$ cat src/rtl/board_io_pkg.sv
// board_io_pkg: shared font, blank pattern and key roles for the board I/O controller
package board_io_pkg;
  localparam logic [6:0] SEG_BLANK = 7'h7F;
  localparam int KEY_PAGE = 1;
  localparam int KEY_FREEZE = 2;
  localparam logic [15:0][6:0] HEX_FONT = {
    7'h0E, 7'h06, 7'h21, 7'h46, 7'h03, 7'h08, 7'h10, 7'h00,
    7'h78, 7'h02, 7'h12, 7'h19, 7'h30, 7'h24, 7'h79, 7'h40
  };
  function automatic logic [6:0] hex_to_seg(input logic [3:0] nibble);
    return HEX_FONT[nibble];
  endfunction
endpackage

$ cat src/rtl/board_io_ctrl_key_debounce.sv
// key_debounce: synchronises, debounces and edge-detects one active-low push-button
module key_debounce #(
  parameter int DEBOUNCE_CYCLES = 500000
) (
  input  logic clk,
  input  logic rst,
  input  logic key_n,
  output logic level,
  output logic pressed
);
  localparam int CW = $clog2(DEBOUNCE_CYCLES);
  logic [1:0] sync_q, sync_d;
  logic [CW-1:0] cnt_q, cnt_d;
  logic level_q, level_d, pressed_q, pressed_d, agree, done;
  always_comb begin
    sync_d = {sync_q[0], key_n};
    agree = ~sync_q[1] == level_q;
    done = !agree && cnt_q == CW'(DEBOUNCE_CYCLES - 1);
    cnt_d = (agree || done) ? '0 : cnt_q + 1'b1;
    level_d = done ? ~level_q : level_q;
    pressed_d = done && !level_q;
  end
  always_ff @(posedge clk or negedge rst)
    if (!rst) begin
      sync_q <= 2'b11;
      cnt_q <= '0;
      level_q <= 1'b0;
      pressed_q <= 1'b0;
    end else begin
      sync_q <= sync_d;
      cnt_q <= cnt_d;
      level_q <= level_d;
      pressed_q <= pressed_d;
    end
  assign level = level_q;
  assign pressed = pressed_q;
endmodule

$ cat src/rtl/board_io_ctrl.sv
// board_io_ctrl: debounced keys, registered LEDs and a paged, freezable 7-segment hex view
module board_io_ctrl
  import board_io_pkg::*;
#(
  parameter int DATA_WIDTH = 32,
  parameter int NUM_LEDS = 10,
  parameter int NUM_HEX = 6,
  parameter int NUM_KEYS = 4,
  parameter int DEBOUNCE_CYCLES = 500000,
  localparam int NUM_PAGES = (DATA_WIDTH + 4 * NUM_HEX - 1) / (4 * NUM_HEX),
  localparam int PAGE_W = NUM_PAGES > 1 ? $clog2(NUM_PAGES) : 1
) (
  input  logic                  clk,
  input  logic                  rst,
  input  logic [DATA_WIDTH-1:0] data_in,
  input  logic [NUM_KEYS-1:0]   key_n,
  output logic [NUM_KEYS-1:0]   key_level,
  output logic [NUM_KEYS-1:0]   key_pressed,
  output logic [NUM_LEDS-1:0]   ledr,
  output logic [7*NUM_HEX-1:0]  hex_n,
  output logic [PAGE_W-1:0]     page,
  output logic                  frozen
);
  localparam int WIN_W = 4 * NUM_HEX;
  localparam int PAD_W = NUM_PAGES * WIN_W;
  logic [PAGE_W-1:0] page_q, page_d;
  logic frozen_q, frozen_d;
  logic [DATA_WIDTH-1:0] snap_q, snap_d;
  logic [NUM_LEDS-1:0] ledr_q, ledr_d;
  logic [7*NUM_HEX-1:0] hex_q, hex_d;
  logic [PAD_W-1:0] padded, shifted;
  logic [WIN_W-1:0] win;
  for (genvar k = 0; k < NUM_KEYS; k++) begin : g_key
    key_debounce #(.DEBOUNCE_CYCLES(DEBOUNCE_CYCLES)) u_key (
      .clk(clk),
      .rst(rst),
      .key_n(key_n[k]),
      .level(key_level[k]),
      .pressed(key_pressed[k])
    );
  end
  // the snapshot is zero-padded to whole pages so the last page shows 0 beyond DATA_WIDTH
  always_comb begin
    page_d = key_pressed[KEY_PAGE] ? (page_q == PAGE_W'(NUM_PAGES - 1) ? '0 : page_q + 1'b1) : page_q;
    frozen_d = frozen_q ^ key_pressed[KEY_FREEZE];
    snap_d = frozen_q ? snap_q : data_in;
    ledr_d = snap_q[NUM_LEDS-1:0];
    padded = PAD_W'(snap_q);
    shifted = padded >> (int'(page_q) * WIN_W);
    win = shifted[WIN_W-1:0];
    hex_d = '0;
    for (int i = 0; i < NUM_HEX; i++) hex_d[7*i +: 7] = hex_to_seg(win[4*i +: 4]);
  end
  always_ff @(posedge clk or negedge rst)
    if (!rst) begin
      page_q <= '0;
      frozen_q <= 1'b0;
      snap_q <= '0;
      ledr_q <= '0;
      hex_q <= {NUM_HEX{SEG_BLANK}};
    end else begin
      page_q <= page_d;
      frozen_q <= frozen_d;
      snap_q <= snap_d;
      ledr_q <= ledr_d;
      hex_q <= hex_d;
    end
  assign page = page_q;
  assign frozen = frozen_q;
  assign ledr = ledr_q;
  assign hex_n = hex_q;
endmodule

$ cat config.mk
export PLATFORM = sky130hd
export DESIGN_NAME = board_io_ctrl
export DESIGN_NICKNAME = d
export VERILOG_FILES = /design/src/rtl/board_io_pkg.sv /design/src/rtl/board_io_ctrl_key_debounce.sv /design/src/rtl/board_io_ctrl.sv
export SDC_FILE = /design/constraint.sdc
export NUM_CORES = 1
export LEC_CHECK = 0
export BUFFER_PORTS_ARGS = -buffer_cell sky130_fd_sc_hd__buf_2
export CORE_MARGIN = 2
export CORE_UTILIZATION = 50
export DETAILED_ROUTE_END_ITERATION = 12
export GPL_TIMING_DRIVEN = 0
export MAX_ROUTING_LAYER = met4
export PLACE_DENSITY = 0.7
export SYNTH_ARGS = -nofsm -noshare
export SYNTH_HDL_FRONTEND = slang
export SYNTH_SLANG_ARGS = --single-unit
$ cat constraint.sdc
create_clock -name clk -period 4 [get_ports clk]
set_input_delay 0 -clock clk [delete_from_list [all_inputs] [get_ports clk]]
set_output_delay 0 -clock clk [all_outputs]
set_load 0.05 [all_outputs]
---- Word-level counts from Yosys, hierarchy flattened ----
Memory sizes are Yosys's and may differ from the RTL's. A register that Yosys moved wholly into a read port is not among the register bits.
Index checks and enable logic that the tools add are counted.
storage, ports and cells
  ROM bits ................................ 672
  input port bits ......................... 38
  output and inout bits ................... 62
  flip-flop bits (word level) ............. 136
  memories ................................ 6
memories
  name             depth  bits a word  read ports  clocked after memory_dff  write ports  line                text
  (no name shown)  16     7            1           1                         0            board_io_pkg.sv:11  return HEX_FONT[nibble];
  (no name shown)  16     7            1           1                         0            board_io_pkg.sv:11
  (no name shown)  16     7            1           1                         0            board_io_pkg.sv:11
  (no name shown)  16     7            1           1                         0            board_io_pkg.sv:11
  (no name shown)  16     7            1           1                         0            board_io_pkg.sv:11
  (no name shown)  16     7            1           1                         0            board_io_pkg.sv:11
operators by class
  shifts and indexed selects .............. 1
  bitwise gates (word level) .............. 9
  mux-type cells .......................... 5
  reductions and logical operators ........ 26
  multipliers ............................. 1
  equal/unequal tests ..................... 8
  add/sub/neg operators ................... 5
operator list
  kind                     number
  $add A19 B1 Y19 const B  4
  $eq A19 B19 Y1 const B   4
  $mux W19                 4
  $shr A32 B6 Y24          1
  $logic_not A1 Y1         14
  $logic_and A1 B1 Y1      8
  $not A1 Y1               8
  $eq A1 B1 Y1             4
  $logic_or A1 B1 Y1       4
  $mul A1 B2 Y3 const B    1
  $add A1 B1 Y1 const B    1
  $mux W1                  1
  $xor A1 B1 Y1            1

---- Longest topological paths before layout ----
Gate-level depths: netlist of run 1.
  depth after elaboration ................. 6
  mapped depth ............................ 9

---- Modules after synthesis ----
Synthesis of run 1 repeated with hierarchy kept, for this count alone.
second synthesis, totals
  cells, all modules ...................... 790
  area, all modules ....................... 8936.1 µm²
modules (own cells, without submodules)
  module         area an instance (µm²)  cells each  seq. area each (µm²)  times used
  key_debounce   1118.6                  108         578.1                 4
  board_io_ctrl  4461.8                  358         2204.6                1

---- Worst setup path after synthesis of run 1 ----
OpenSTA, ideal clock, no wires.
  kind .................................... register to register
  from .................................... reg page_q (netlist: page)
  to ...................................... reg hex_q[10] (netlist: hex_n[10])
  buffers on the path ..................... 2
  arrival time ............................ 2.459 ns
  clock period less this slack ............ 2.552 ns
  setup time .............................. 0.094 ns
  slack ................................... 1.448 ns
  stages on the path, launching flop included .. 7
  cells stage by stage .................... dfrtp_1 buf_2 clkbuf_1 mux2i_1 inv_1 ha_1 mux4_2
on the way
  cells in the longest elaborated chain, start to end .. 2
ends and longest elaborated chain
  element                 line                 text
  start, declared         board_io_ctrl.sv:26  logic [PAGE_W-1:0] page_q, page_d;
  start signal, assigned  board_io_ctrl.sv:62  page_q <= page_d;
  $mul A1 B2 Y3           board_io_ctrl.sv:49  shifted = padded >> (int'(page_q) * WIN_W);
  $shr A32 B6 Y24         board_io_ctrl.sv:49
  end, declared           board_io_ctrl.sv:30  logic [7*NUM_HEX-1:0] hex_q, hex_d;
No other way between the ends.
A chain may end at the register's enable or synchronous reset.

---- Final worst setup path of run 1 ----
Ends and elaborated chain as after synthesis.

==> metrics.md, run 1 <==
| Metric | Value |
|---|---|
| Largest net degree at the start of global routing | 110 |
| Clock Latency Late Sink | 0.44 ns |
| Actual slew at the worst max-slew pin | 0.789 ns |
| Prevailing post-synth register cell | dfrtp_1 |
| Crit path time final | 3.00 ns |
| Die Wd | 137 µm |
| Post-cts sizing count | 0 |
| HPWL after DPL | 12,400 µm |
| Yosys Warn Count | 0 |
| Total grt overflow | 0 |
| Initial cell density of the core | 0.510 |
| Post-Synthesis Cells | 827 |
| Hold WC Path Type | in2async |
| Final ANT Viol Nets | 0 |
| FF-to-FF End | hex_n[10]$_DFF_PN1_ |
| MaxCap Viol Count | 0 |
| Period utilization | 0.750 |
| Fin. max-slew vios | 0 |
| Number of DRC markers in iteration 0 | 328 |
| DR pass1 iterations | 4 |
| R2r startpoint | page$_DFFE_PN0P_ |
| Total power | 0.00415 W |
| Placer Congestion | 0.902 |
| Cell Pwr Density | 392 nW/µm² |
| CTS tree | yes |
| CP Capture Type | flip-flop |
| Worst R2R Setup Slack | 1.00 ns |
| Die footprint | 18,600 µm² |
| Clock root buffer | clkbuf_16 |
| IO Pins | 100 |
| Length in cells of the worst reg-to-reg path | 6 |
| First-pass GRT wire length | 30,700 µm |
| Asr flop ratio synth | 1.00 |
| Post-synth EDFFs | 0 |
| CTS sink cnt | 178 |
| Max Fanout on Critical Path | 10 |
| Status | complete, no violations |
| Final hold vios | 0 |
| Post-synth net total | 905 |
| Post-route DRC | 0 |
| Inserted Clock Buffers | 17 |
| Core ar. | 17,200 µm² |
| WS Path Type | reg2reg |
| Post-synthesis sequential area ratio | 0.514 |
| Final Util | 0.613 |
| Synth unique cells | 54 |
| Setup tns final | 0 ns |
| Arr. time, crit path | 3.36 ns |
| Vias in the first global route | 6,236 |
| Num rows | 48 |
| Initial antenna violation count | 0 |
| Clock Tree Buf Depth | 2 |
| Maximum VDD drop | 0.325 mV |
| Layout net count | 1,061 |
| Port bufs | 99 |
| Cell area after synthesis | 8780 µm² |
| Fraction of layout cells with a size suffix above 1 | 0.251 |
| Syn avg cell area | 10.6 µm² |
| Area growth syn-to-layout | 20.4% |
| Flop and latch count out of synthesis | 178 |
| Number of inserted diodes | 0 |
| Vias per cell | 5.33 |
| Clk pin slew, worst setup/hold paths | 0.07 ns |
| Worst Setup Start Kind | flip-flop |
| GRT Total Usage | 0.217 |
| Final WL | 18,500 µm |
| Critical path required time | 4.36 ns |
| RSZ-0062 raised after global routing | no |
| Fillers | 1,417 |
| Relative slew slack | 0.459 |
| Clock Skews | 0.00784 ns |
| Leakage | 4.55 nW |
| Die Height | 137 µm |
| H-tree levels | 4 |
| Post-CTS setup repair buffer count | 0 |
| Fmax | 333 MHz |
| Wire per inst | 15.1 µm |
| Vias | 6,512 |
| Setup violators final | 0 |
-- worst max path at each step --
stage / start / end
final: page$_DFFE_PN0P_ / hex_n[10]$_DFF_PN1_
after global routing: page$_DFFE_PN0P_ / hex_n[10]$_DFF_PN1_
after CTS: page$_DFFE_PN0P_ / hex_n[10]$_DFF_PN1_
after detailed placement: page$_DFFE_PN0P_ / hex_n[10]$_DFF_PN1_
after global placement: rst / g_key[1].u_key.cnt_q[1]$_DFF_PN0_
after floorplan: page$_DFFE_PN0P_ / hex_n[10]$_DFF_PN1_
-- cell families (layout without fill, tap and decap cells) --
kind of cell / count (synthesis) / count (layout) / synth area share
compound gates: 104 / 104 / 0.0762
xor+xnor: 59 / 59 / 0.0588
fa+ha+maj: 40 / 40 / 0.0570
buf+inv: 70 / 239 / 0.0345
flops: 178 / 178 / 0.514
mux: 58 / 58 / 0.0731
simple gates: 318 / 318 / 0.186
-- timing repair --
action,in CTS,in global routing
hold buffers,37,0
endpoints found under the setup margin,0,0
endpoints found under the hold margin,105,0
-- power by group --
group | switching, W | total (W) | internal, W | leakage, nW
clock | 0.000716 | 0.00172 | 0.00100 | 0.280
combinational | 0.000333 | 0.000489 | 0.000156 | 2.07
sequential | 0.0000409 | 0.00194 | 0.00190 | 2.20
total | 0.00109 | 0.00415 | 0.00306 | 4.55
-- through the flow --
| step | setup WS (ns) | hold WS (ns) | cell area (µm²) | instances |
|---|---|---|---|---|
| detailed placement | 1.06 | -0.00767 | 9600 | 1152 |
| floorplan | 1.45 | -0.296 | 8780 | 827 |
| CTS | 1.05 | 0.128 | 10600 | 1221 |
| global placement | 0.185 | 0.106 | 9560 | 1151 |
| finish | 1.00 | 0.105 | 10600 | 1221 |
| global route | 0.858 | 0.167 | 10600 | 1221 |
-- final cells by class --
type,instances,area (µm²),area share
Clock buffer,20,447,0.0422
Clock inverter,12,158,0.0149
Multi-Input combinational cell,579,3970,0.375
Inverter,35,131,0.0124
Tap cell,225,282,0.0266
Buffer,35,171,0.0162
Timing Repair Buffer,137,903,0.0854
Sequential cell,178,4520,0.427
-- layer usage --
| layer | vias to the layer above | wire length (µm) | share of wire | global-route usage |
|---|---|---|---|---|
| li1 | 3214 | - | - | - |
| met1 | 3134 | 8490 | 0.46 | 0.281 |
| met2 | 133 | 8930 | 0.48 | 0.341 |
| met3 | 31 | 629 | 0.034 | 0.0363 |
| met4 | 0 | 425 | 0.023 | 0.0880 |
| met5 | - | 0 | 0 | - |
-- critical path, stage by stage (launching register included) --
cell	delay, ns
dfrtp_1	0.48
buf_2	0.35
clkbuf_1	0.49
mux2i_1	0.57
inv_1	0.23
ha_1	0.32
mux4_2	0.48
-- cell usage in the layout (no fill, tap or decap), types with 4 or more instances in the layout --
| cell | count |
|---|---|
| dfrtp_1 | 128 |
| nor2_1 | 106 |
| buf_2 | 103 |
| dfstp_2 | 50 |
| xnor2_1 | 48 |
| nand2_1 | 41 |
| ha_1 | 40 |
| mux2_2 | 39 |
| dlygate4sd3_1 | 37 |
| inv_1 | 35 |
| nand3_1 | 30 |
| o21ai_0 | 28 |
| a21oi_1 | 25 |
| nor4_1 | 25 |
| nor3_1 | 23 |
| clkbuf_1 | 20 |
| nand2b_1 | 19 |
| mux2i_1 | 18 |
| nand4_1 | 18 |
| clkbuf_16 | 17 |
| xor2_1 | 11 |
| o31ai_1 | 10 |
| buf_4 | 9 |
| o22ai_1 | 8 |
| or2_2 | 7 |
| o22a_1 | 6 |
| and3_1 | 6 |
| or3_1 | 5 |
| and4_1 | 5 |
| clkinvlp_4 | 5 |
| a22oi_1 | 4 |
| or4_1 | 4 |
| nand4b_1 | 4 |
| o21ai_2 | 4 |
| a211o_1 | 4 |
| o221ai_1 | 4 |
-- state kept, by name, summed over array words and instances (netlist names) --
signal and cells:
snap_q 32, frozen 1, g_key.u_key.sync_q 8, g_key.u_key.cnt_q 76
g_key.u_key.pressed 4, page 1, hex_n 42, g_key.u_key.level 4
ledr 10
-- cells in the mapped netlist, types with 10 or more instances --
master    count  share of area
o21ai_0      28          0.016
mux2i_1      18          0.021
inv_1        35          0.015
nand4_1      18          0.013
nor4_1       25          0.018
nand2b_1     19          0.014
nor2_1      106          0.045
mux2_2       39          0.050
a21oi_1      25          0.014
clkbuf_1     18         0.0077
nor3_1       23          0.013
xor2_1       11          0.011
dfstp_2      50           0.15
nand3_1      30          0.017
xnor2_1      48          0.048
o31ai_1      10         0.0085
ha_1         40          0.057
nand2_1      41          0.018
dfrtp_1     128           0.36
Note: power is estimated with default switching activity, not from simulation.
==> inputs of run 2 (changes only) <==
PLACE_DENSITY = 0.73   (was 0.7)
clock period = 2.7 ns   (was 4 ns; I/O delays follow)
==> run 2 against run 1 <==
  * Global-route usage barely moved
  * Sequential share of layout area is 0.13 points higher
  * Clock-buffer cell count increased by 4
  * Wire length fell by 0.45%
  * Worst hold slack improved by 0.026 ns
  * Core utilization is 0.18 points lower
  * Power increased by 45%
  * Critical path type unchanged
  * Largest power group unchanged
  * Highest routed layer unchanged
==> metrics.md, run 2 (same netlist as run 1, synthesis figures left out) <==
| Metric | Value |
|---|---|
| Status | complete, no violations (unchanged) |
| Clock root buffer | clkbuf_16 (unchanged) |
| GRT Total Usage | 0.217 (about the same) |
| Vias per cell | 5.39 (was 5.33) |
| Final hold vios | 0 (unchanged) |
| CTS tree | yes (unchanged) |
| Clock Tree Buf Depth | 2 (unchanged) |
| Total power | 0.00602 W (was 0.00415 W) |
| Number of inserted diodes | 0 (unchanged) |
| First-pass GRT wire length | 30,900 µm (was 30,700 µm) |
| Slowest CP cell | mux2i_1 (unchanged) |
| CTS sink cnt | 178 (unchanged) |
| Crit. path cell count | 5 (was 6) |
| Largest net degree at the start of global routing | 99 (was 110) |
| Top delay family on crit path | multiplexers (was buffers and inverters) |
| Die Wd | 137 µm (unchanged) |
| Clk pin slew, worst setup/hold paths | 0.07 ns (about the same) |
| Layout net count | 1,059 (was 1,061) |
| Initial cell density of the core | 0.510 (unchanged) |
| IO Pins | 100 (unchanged) |
| Vias | 6,571 (was 6,512) |
| Final ANT Viol Nets | 0 (unchanged) |
| Fmax | 408 MHz (was 333 MHz) |
| Inserted Clock Buffers | 17 (unchanged) |
| Wire per inst | 15.1 µm (about the same) |
| R2r startpoint | page$_DFFE_PN0P_ (unchanged) |
| Setup tns final | 0 ns (unchanged) |
| Cell Pwr Density | 571 nW/µm² (was 392 nW/µm²) |
| DR pass1 iterations | 5 (was 4) |
| Final Util | 0.612 (was 0.613) |
| Arr. time, crit path | 2.81 ns (was 3.36 ns) |
| MaxCap Viol Count | 0 (unchanged) |
| FF-to-FF End | hex_n[10]$_DFF_PN1_ (unchanged) |
| Most frequent cells in the layout | dfrtp_1 (128), nor2_1 (106), buf_2 (102), dfstp_2 (50), xnor2_1 (48) (was dfrtp_1 (128), nor2_1 (106), buf_2 (103), dfstp_2 (50), xnor2_1 (48)) |
| H-tree levels | 4 (unchanged) |
| Maximum VDD drop | 0.511 mV (was 0.325 mV) |
| Post-CTS setup repair buffer count | 0 (unchanged) |
| Period utilization | 0.907 (was 0.750) |
| Die Height | 137 µm (unchanged) |
| WP buf/inv | 2 (was 3) |
| Placer Congestion | 0.840 (was 0.902) |
| Number of DRC markers in iteration 0 | 360 (was 328) |
| Worst R2R Setup Slack | 0.25 ns (was 1.00 ns) |
| Area growth syn-to-layout | 20.0% (was 20.4%) |
| Final instance area | 10,500 µm² (was 10,600 µm²) |
| Length in cells of the worst reg-to-reg path | 5 (was 6) |
| Die footprint | 18,600 µm² (unchanged) |
| Placed cell area | 9600 µm² (unchanged) |
| Critical path destination | hex_n[10]$_DFF_PN1_ (unchanged) |
| Port bufs | 99 (unchanged) |
| Crit-path cells | clkbuf_4, mux2i_1, inv_1, ha_1, mux4_2 (was buf_2, clkbuf_1, mux2i_1, inv_1, ha_1, mux4_2) |
| Clock Skews | 0.0136 ns (was 0.00784 ns) |
| Max Fanout on Critical Path | 28 (was 10) |
| WS Path Type | reg2reg (unchanged) |
| Fin. max-slew vios | 0 (unchanged) |
| Total grt overflow | 0 (unchanged) |
| Crit path time final | 2.45 ns (was 3.00 ns) |
| Core ar. | 17,200 µm² (unchanged) |
| Fin Hold WS | 0.131 ns (was 0.105 ns) |
| Setup violators final | 0 (unchanged) |
| RSZ-0062 raised after global routing | no (unchanged) |
| CP startpoint | page$_DFFE_PN0P_ (unchanged) |
| Clock Latency Late Sink | 0.44 ns (about the same) |
| Worst Setup Start Kind | flip-flop (unchanged) |
| Initial antenna violation count | 0 (unchanged) |
| Top reg by flops | g_key.u_key.cnt_q (unchanged) |
| Actual slew at the worst max-slew pin | 0.749 ns (was 0.789 ns) |
| Commonest non-fill, non-tap cell in the layout | dfrtp_1 (unchanged) |
| Hold WC Path Type | in2async (unchanged) |
| HPWL after DPL | 12,500 µm (was 12,400 µm) |
| Fraction of layout cells with a size suffix above 1 | 0.252 (was 0.251) |
| Relative slew slack | 0.487 (was 0.459) |
| Critical path required time | 3.06 ns (was 4.36 ns) |
| Num rows | 48 (unchanged) |
| Vias in the first global route | 6,440 (was 6,236) |
| Leakage | 4.56 nW (was 4.55 nW) |
| Post-route DRC | 0 (unchanged) |
| Slowest cell delay on critical path | 0.52 ns (was 0.57 ns) |
| Final WL | 18,400 µm (was 18,500 µm) |
| CP Capture Type | flip-flop (unchanged) |
| Max reg flops | 76 (unchanged) |
==> run 2: metal layers <==
metal	GRT usage	vias to the layer above	wire length (µm)	share of wire
met5	-	-	0	0
met4	0.0666	0	346	0.019
met3	0.0507	30	939	0.051
met2	0.343	157	8770	0.48
met1	0.279	3179	8340	0.45
li1	-	3205	-	-
==> run 2: layout make-up <==
type,count,area (µm²)
clock buffer,24,502
tap,225,282
buffer,33,166
fill,1388,6690
inverter,35,131
sequential,178,4520
multi-input combinational,579,3970
timing repair buffer,137,903
clock inverter,8,76.3
==> run 2: how the worst min path moves through the flow <==
stage / startpoint / end / cells after the start
final: rst / snap_q[19]$_DFFE_PN0N_ / 2
after global routing: rst / snap_q[17]$_DFFE_PN0N_ / 2
after CTS: rst / snap_q[19]$_DFFE_PN0N_ / 2
after detailed placement: rst / snap_q[19]$_DFFE_PN0N_ / 1
after global placement: key_n[1] / g_key[1].u_key.sync_q[0]$_DFF_PN1_ / 1
after floorplan: rst / frozen$_DFF_PN0_ / 0
==> run 2: timing repair <==
action                                 4_1_cts  5_1_grt
setup endpoints to repair                    2       10
pin swaps                                    0        0
hold buffers                                37        0
gates resized for setup                      0        1
endpoints found under the hold margin      116        0
==> run 2: stage by stage <==
stage | std cells | worst slack, ns
floorplan | 827 | 0.148
global placement | 1151 | -1.07
detailed placement | 1152 | -0.149
CTS | 1220 | 0.0800
global route | 1219 | 0.0746
finish | 1219 | 0.251
==> run 2: power by group <==
part           switching (W)  total [W]  internal (W)  leakage (nW)
clock                0.00101    0.00241       0.00139         0.290
combinational       0.000497   0.000728      0.000231          2.06
sequential         0.0000619    0.00288       0.00282          2.20
==> run 2: worst register-to-register path, delay by kind of cell (launching register included) <==
| family | cells | cell delay [ns] |
|---|---|---|
| muxes | 2 | 0.99 |
| adders and majority gates | 1 | 0.30 |
| DFF | 1 | 0.48 |
| buffers and inverters | 2 | 0.61 |
